### src/rtl/cpu_ctrl_pkg.sv
// Shared encodings for the multi-cycle accumulator-CPU controller:
// FSM states, opcode classes, ALU select codes and accumulator source codes.
package cpu_ctrl_pkg;

  typedef enum logic [2:0] {
    S_RESET  = 3'd0,
    S_FETCH  = 3'd1,
    S_DECODE = 3'd2,
    S_EXEC   = 3'd3,
    S_IMM    = 3'd4,
    S_HALT   = 3'd5
  } state_t;

  localparam logic [3:0] OP_NOP  = 4'h0;
  localparam logic [3:0] OP_ADD  = 4'h1;
  localparam logic [3:0] OP_SUB  = 4'h2;
  localparam logic [3:0] OP_NOR  = 4'h3;
  localparam logic [3:0] OP_MOVR = 4'h4;
  localparam logic [3:0] OP_MOVA = 4'h5;
  localparam logic [3:0] OP_JZR  = 4'h6;
  localparam logic [3:0] OP_JZI  = 4'h7;
  localparam logic [3:0] OP_JCR  = 4'h8;
  localparam logic [3:0] OP_JCI  = 4'h9;
  localparam logic [3:0] OP_HALT = 4'hF;

  localparam logic [3:0] ALU_PASS = 4'b0000;
  localparam logic [3:0] ALU_ADD  = 4'b0010;
  localparam logic [3:0] ALU_SUB  = 4'b0011;
  localparam logic [3:0] ALU_NOR  = 4'b0100;

  localparam logic [1:0] ACC_HOLD = 2'b00;
  localparam logic [1:0] ACC_REG  = 2'b01;
  localparam logic [1:0] ACC_ALU  = 2'b10;

  // Immediate jumps need a second bus word, so they go through S_IMM.
  function automatic logic is_imm_jump(input logic [3:0] op);
    return (op == OP_JZI) || (op == OP_JCI);
  endfunction

endpackage

### src/rtl/cpu_ctrl_timeout.sv
// Wait-cycle counter for bus handshakes: counts enabled cycles since the last
// clear and flags expiry on the TIMEOUT-th one. TIMEOUT=0 removes the counter.
module cpu_ctrl_timeout #(
  parameter int TIMEOUT = 16
) (
  input  logic clk,
  input  logic srst,
  input  logic clr,
  input  logic en,
  output logic expired
);

  generate
    if (TIMEOUT > 0) begin : g_cnt
      localparam int CW = (TIMEOUT > 1) ? $clog2(TIMEOUT) : 1;
      logic [CW-1:0] cnt_q, cnt_d;
      logic          at_limit;

      assign at_limit = (cnt_q == CW'(TIMEOUT - 1));

      always_comb begin
        cnt_d = cnt_q;
        if (clr) begin
          cnt_d = '0;
        end else if (en && !at_limit) begin
          cnt_d = cnt_q + 1'b1;
        end
      end

      always_ff @(posedge clk) begin
        if (srst) begin
          cnt_q <= '0;
        end else begin
          cnt_q <= cnt_d;
        end
      end

      // Expires while waiting in the cycle that would be wait number TIMEOUT.
      assign expired = en && at_limit;
    end else begin : g_off
      logic unused_inputs;
      assign unused_inputs = ^{clk, srst, clr, en};
      assign expired       = 1'b0;
    end
  endgenerate

endmodule

### src/rtl/cpu_ctrl_mc.sv
// Multi-cycle accumulator-CPU controller: FETCH/DECODE/EXEC/IMM/HALT sequencer.
// Define CPU_CTRL_ILLEGAL_TRAP_EN to trap illegal opcode classes into HALT.
module cpu_ctrl_mc
  import cpu_ctrl_pkg::*;
#(
  parameter int OPW     = 8,
  parameter int ALUW    = 4,
  parameter int TIMEOUT = 16
) (
  input  logic            CLK,
  input  logic            CLB,
  input  logic            Z,
  input  logic            C,
  input  logic [OPW-1:0]  Opcode,
  input  logic            IrValid,
  output logic            LoadIR,
  output logic            IncPC,
  output logic            SelPC,
  output logic            LoadPC,
  output logic            LoadReg,
  output logic            LoadAcc,
  output logic [1:0]      SelAcc,
  output logic [ALUW-1:0] SelALU,
  output logic            Halted,
  output logic            FetchErr,
  output logic            Illegal
);

  state_t     state_q, state_d;
  logic [3:0] op_q, op_d;
  logic       z_q, z_d;
  logic       c_q, c_d;
  logic       fetch_err_q, fetch_err_d;
  logic       illegal_d;
  logic [3:0] alu_sel;
  logic       wait_en, wait_clr, wait_expired;
  logic       imm_take;

  logic unused_opcode_low;
  assign unused_opcode_low = ^Opcode[OPW-5:0];

  assign wait_en  = ((state_q == S_FETCH) || (state_q == S_IMM)) && !IrValid;
  assign wait_clr = (state_d != state_q);
  assign imm_take = (op_q == OP_JZI) ? z_q : c_q;

  cpu_ctrl_timeout #(
    .TIMEOUT (TIMEOUT)
  ) u_timeout (
    .clk     (CLK),
    .srst    (CLB),
    .clr     (wait_clr),
    .en      (wait_en),
    .expired (wait_expired)
  );

  always_ff @(posedge CLK) begin
    if (CLB) begin
      state_q     <= S_RESET;
      op_q        <= OP_NOP;
      z_q         <= 1'b0;
      c_q         <= 1'b0;
      fetch_err_q <= 1'b0;
    end else begin
      state_q     <= state_d;
      op_q        <= op_d;
      z_q         <= z_d;
      c_q         <= c_d;
      fetch_err_q <= fetch_err_d;
    end
  end

  // Strobes come from the registered state; only the bus-word strobes in
  // FETCH/IMM are qualified by IrValid so they fire in the handshake cycle.
  always_comb begin
    state_d     = state_q;
    op_d        = op_q;
    z_d         = z_q;
    c_d         = c_q;
    fetch_err_d = fetch_err_q;
`ifdef CPU_CTRL_ILLEGAL_TRAP_EN
    illegal_d   = Illegal;
`else
    illegal_d   = 1'b0;
`endif
    LoadIR  = 1'b0;
    IncPC   = 1'b0;
    SelPC   = 1'b0;
    LoadPC  = 1'b0;
    LoadReg = 1'b0;
    LoadAcc = 1'b0;
    SelAcc  = ACC_HOLD;
    alu_sel = ALU_PASS;
    Halted  = 1'b0;

    case (state_q)
      S_RESET: state_d = S_FETCH;

      S_FETCH: begin
        if (IrValid) begin
          LoadIR  = 1'b1;
          IncPC   = 1'b1;
          state_d = S_DECODE;
        end else if (wait_expired) begin
          fetch_err_d = 1'b1;
          state_d     = S_HALT;
        end
      end

      S_DECODE: begin
        op_d    = Opcode[OPW-1:OPW-4];
        z_d     = Z;
        c_d     = C;
        state_d = is_imm_jump(Opcode[OPW-1:OPW-4]) ? S_IMM : S_EXEC;
      end

      S_EXEC: begin
        state_d = S_FETCH;
        case (op_q)
          OP_ADD: begin alu_sel = ALU_ADD; SelAcc = ACC_ALU; LoadAcc = 1'b1; end
          OP_SUB: begin alu_sel = ALU_SUB; SelAcc = ACC_ALU; LoadAcc = 1'b1; end
          OP_NOR: begin alu_sel = ALU_NOR; SelAcc = ACC_ALU; LoadAcc = 1'b1; end
          OP_MOVR: begin SelAcc = ACC_REG; LoadAcc = 1'b1; end
          OP_MOVA: LoadReg = 1'b1;
          OP_JZR: begin SelPC = 1'b1; LoadPC = z_q; end
          OP_JCR: begin SelPC = 1'b1; LoadPC = c_q; end
          OP_HALT: state_d = S_HALT;
          default: begin
`ifdef CPU_CTRL_ILLEGAL_TRAP_EN
            if ((op_q >= 4'hA) && (op_q <= 4'hE)) begin
              illegal_d = 1'b1;
              state_d   = S_HALT;
            end
`endif
          end
        endcase
      end

      S_IMM: begin
        if (IrValid) begin
          state_d = S_FETCH;
          if (imm_take) begin
            LoadPC = 1'b1;
          end else begin
            IncPC = 1'b1;
          end
        end else if (wait_expired) begin
          fetch_err_d = 1'b1;
          state_d     = S_HALT;
        end
      end

      S_HALT: Halted = 1'b1;

      default: state_d = S_RESET;
    endcase
  end

`ifdef CPU_CTRL_ILLEGAL_TRAP_EN
  always_ff @(posedge CLK) begin
    if (CLB) begin
      Illegal <= 1'b0;
    end else begin
      Illegal <= illegal_d;
    end
  end
`else
  logic unused_illegal;
  assign unused_illegal = illegal_d;
  assign Illegal        = 1'b0;
`endif

  assign SelALU   = ALUW'(alu_sel);
  assign FetchErr = fetch_err_q;

endmodule
### config.mk
export PLATFORM = sky130hd
export DESIGN_NAME = cpu_ctrl_mc
export DESIGN_NICKNAME = d
export VERILOG_FILES = /design/src/rtl/cpu_ctrl_pkg.sv /design/src/rtl/cpu_ctrl_timeout.sv /design/src/rtl/cpu_ctrl_mc.sv
export SDC_FILE = /design/constraint.sdc
export NUM_CORES = 1
export LEC_CHECK = 0
export ABC_AREA = 0
export CAP_MARGIN = 20
export CELL_PAD_IN_SITES_DETAIL_PLACEMENT = 1
export CELL_PAD_IN_SITES_GLOBAL_PLACEMENT = 2
export CORE_ASPECT_RATIO = 0.8
export CORE_MARGIN = 10
export CORE_UTILIZATION = 29
export CTS_BUF_LIST = sky130_fd_sc_hd__clkbuf_4
export DETAILED_ROUTE_END_ITERATION = 10
export PLACE_DENSITY = 0.88
export SLEW_MARGIN = 15
export SYNTH_ARGS = -nofsm -noshare
export SYNTH_HDL_FRONTEND = slang
export SYNTH_HIERARCHICAL = 1
export SYNTH_SLANG_ARGS = --single-unit
export TNS_END_PERCENT = 5
### constraint.sdc
create_clock -name CLK -period 3.7 [get_ports CLK]
set_input_delay 0.74 -clock CLK [delete_from_list [all_inputs] [get_ports CLK]]
set_output_delay 0.74 -clock CLK [all_outputs]
set_load 0.02 [all_outputs]
==> flow_summary.yaml <==
sta:
  report.final.setup_viol: 0
  setup_tns_ps: 0
  timing.final.hold_violations: 0
  slew_headroom_pct: 59.1
  maxSlewViolCount: 0
  fin_skew_ps: 0.633
  worst_pin_slew_ps: 611
  post-route-worst-setup-slack_ps: 293
  max_freq_mhz: 294
  period_minus_slack_ps: 3410
  final.period_utilization_pct: 92.1
  rsz0062_at_grt: "false"
worst_setup_path:
  worst_path_most_repeated_cell: "sky130_fd_sc_hd__clkdlybuf4s50_1"
  worst-path-max-fanout: 5
  setup.worst_path.start_class: "input port"
  worst_r2r_endpoint: "u_timeout/g_cnt.cnt_q[0]$_SDFFE_PP0P_"
  critical_path.n_buffers_inverters: 3
  timing.critical_path.slowest_stage_cell: "sky130_fd_sc_hd__clkdlybuf4s50_1"
  r2r_cells: 10
  crit_path_end_kind: "output pin"
  critical_path.reg2reg.startpoint: "state_q[2]$_SDFF_PP0_"
  setup.reg_to_reg.worst_slack_ps: 1440
  critical_path_class: "input port to output pin"
  worstPathCellList: "clkdlybuf4s50_1, inv_1, or3_4, nor2_4, a41o_2, clkdlybuf4s50_1"
  required_ps: 2960
  timing.critical_path.slowest_cell_delay_ps: 600
  worst_ep_arrival_time_ps: 2670
  crit_family: "buffers and inverters"
drt:
  number_of_routed_nets_with_antenna_violations: 0
  vias: 869
  routed_vias_inst: 5.02
  drt_iter0_markers: 69
  drt_pass1_iterations: 5
  detail_route.wl_per_cell_um: 15.0
  drcViolationCount: 0
  drt_wl_total_mm: 2.60
yosys:
  synthDominantCellAreaShare_pct: 30.0
  ffs_w_async_s_r_synth_pct: 0
  synth-edff-count: 0
  synth.ff_latch_count: 14
  seq_area_frac_synth_pct: 30.0
  synth-main-ff-cell: "sky130_fd_sc_hd__dfxtp_1"
  yosysTopAreaCell: "sky130_fd_sc_hd__dfxtp_1"
  syn_area_sq_um: 933
  post_synth_inst_count: 117
  post_synth_num_cell_types: 43
  syn-mean-instance-area_sq_um: 7.98
  post_synth_main_area_contributors: "sky130_fd_sc_hd__dfxtp_1 (30%), sky130_fd_sc_hd__mux2i_1 (8.6%), sky130_fd_sc_hd__nor2_1 (7.6%)"
  yosysWarnings: 6
pwr:
  leakage_nw: 0.385
  power.ir.vdd_worst_v: 0.000219
  design_power_total_mw: 0.389
  power.density_nw_per_um2: 337
min_path:
  hold_path.class: "register to register"
  min_path_cells: 2
  timing.hold.worst_endpoint: "FetchErr$_SDFFE_PP0P_"
  worst_hold_startpoint: "FetchErr$_SDFFE_PP0P_"
global_route:
  globalRouteMet2Util_pct: 15.8
  groute.layer.met1.usage_pct: 10.4
  antenna_violations_before_repair: 0
  grt_pass1_vias: 935
  global_route_wire_length_before_repair_mm: 4.56
  grt.overflow.total: 0
  gr-usage-all-layers_pct: 8.98
  grt.busiest_layer: "met2"
  use_met3_pct: 2.86
  grt_max_degree: 16
clocking:
  ctsRootBufferMaster: "sky130_fd_sc_hd__clkbuf_4"
  cts_hold_buffers: 0
  cts_max_level: 1
  worst_skew_pair.late_latency_ps: 280
  post_cts_repair_timing_setup_buffer_count: 0
  cts_buffer_depth: 2
  tritoncts: "done"
  post_cts_resized: 0
  worst_setup_hold_path_clk_slew_ps: 90
  clock_sink_count: 14
  num_cts_buffers: 3
placed_design:
  preCtsSetupSlack_ps: 281
  place.detailed.instances: 169
  finalWeightedCongestion: 0.796
  place.detailed.hpwl_mm: 2.00
  port-buffer-count: 21
floorplan:
  std_cell_rows: 18
  dieArea_sq_um: 5900
  die_height_um: 70.7
  die_x_um: 83.4
  initial_utilization_pct: 30.3
  core_sq_um: 3090
  count_of_boundary_i_o_pins: 28
run_status:
  status: "complete, no violations"
finish:
  mostFrequentLayoutCell: "sky130_fd_sc_hd__clkdlybuf4s50_1"
  antennaDiodeCount: 0
  finalNonFillerCells: 173
  most-common-layout-cells: "sky130_fd_sc_hd__clkdlybuf4s50_1 (21), sky130_fd_sc_hd__nor2_1 (19), sky130_fd_sc_hd__dfxtp_1 (14), sky130_fd_sc_hd__mux2i_1 (8), sky130_fd_sc_hd__nand2_1 (8)"
  areaGrowthSynthToFinish_pct: 23.6
  final_layout_size_suffix_gt1_share_pct: 9.02
  final_net_count: 148
  fill_cells: 380
run:
  maxCapViolCount: 0
-- kinds of logic (layout without fill, tap and decap cells) --
logic type      count (synthesis)  in the layout  share of synthesized area, %
other cells                     1              2                         0.402
mux                             9              9                          9.79
simple gates                   57             57                          33.5
fa+ha+maj                       1              1                          1.34
xor+xnor                        3              3                          2.82
flops                          14             14                          30.0
buf+inv                        15             30                          9.51
compound gates                 17             17                          12.6
-- worst min-delay path: stages, from the launching register on --
cell and delay [ps]:
sky130_fd_sc_hd__dfxtp_1 340, sky130_fd_sc_hd__a21oi_1 50, sky130_fd_sc_hd__nor2_1 70
-- per-stage QoR --
step | cell area, sq um | utilization [%] | hold WS, ps
6_report | 1150 | 37.4 | 480
5_1_grt | 1150 | 37.4 | 538
4_1_cts | 1150 | 37.4 | 490
3_5_place_dp | 1130 | 36.5 | 460
3_3_place_gp | 1130 | 36.5 | 455
2_1_floorplan | 937 | - | 455
-- synthesized netlist by cell type, types with 2 or more instances --
cell type                 count
sky130_fd_sc_hd__or3_1        2
sky130_fd_sc_hd__inv_1        4
sky130_fd_sc_hd__nand2_1      8
sky130_fd_sc_hd__nor2_1      19
sky130_fd_sc_hd__nor4_1       5
sky130_fd_sc_hd__buf_4        6
sky130_fd_sc_hd__nand3_1      7
sky130_fd_sc_hd__xnor2_1      2
sky130_fd_sc_hd__o21ai_0      2
sky130_fd_sc_hd__dfxtp_1     14
sky130_fd_sc_hd__a21oi_1      6
sky130_fd_sc_hd__mux2i_1      8
sky130_fd_sc_hd__nor3_1       4
-- registers in the layout, summed over array words and instances, names as in the netlist --
register	count
u_timeout/g_cnt.cnt_q	4
state_q	3
c_q	1
FetchErr	1
op_q	4
z_q	1
-- metal layers --
metal / wire (um) / vias to the layer above / share of wire, %
met4: 0 / 0 / 0
met2: 1300 / 20 / 50
met3: 138 / 0 / 5.3
met1: 1160 / 406 / 45
li1: - / 443 / -
met5: 0 / - / 0
-- layout make-up --
type	count	area (sq um)	share of cell area, %
multi-input combinational	89	568	49.2
clock inverter	1	3.75	0.325
clock buffer	3	22.5	1.95
tap	40	50.0	4.34
inverter	5	18.8	1.63
sequential	14	280	24.3
timing repair buffer	21	210	18.2
-- power breakdown --
part	total (mW)	internal [mW]	leakage [nW]	switching [mW]
sequential	0.187	0.160	0.114	0.0266
clock	0.0932	0.0392	0.0154	0.0541
combinational	0.109	0.0519	0.256	0.0573
total	0.389	0.251	0.385	0.138
-- worst max path at each step --
stage	start	endpoint	slack [ps]	depth (start not counted)
6_report	IrValid	IncPC	290	6
5_1_grt	IrValid	IncPC	200	6
4_1_cts	IrValid	IncPC	280	6
3_5_place_dp	IrValid	IncPC	280	6
3_3_place_gp	IrValid	IncPC	300	6
2_1_floorplan	IrValid	IncPC	1450	4
Note: power is estimated with default switching activity, not from simulation.
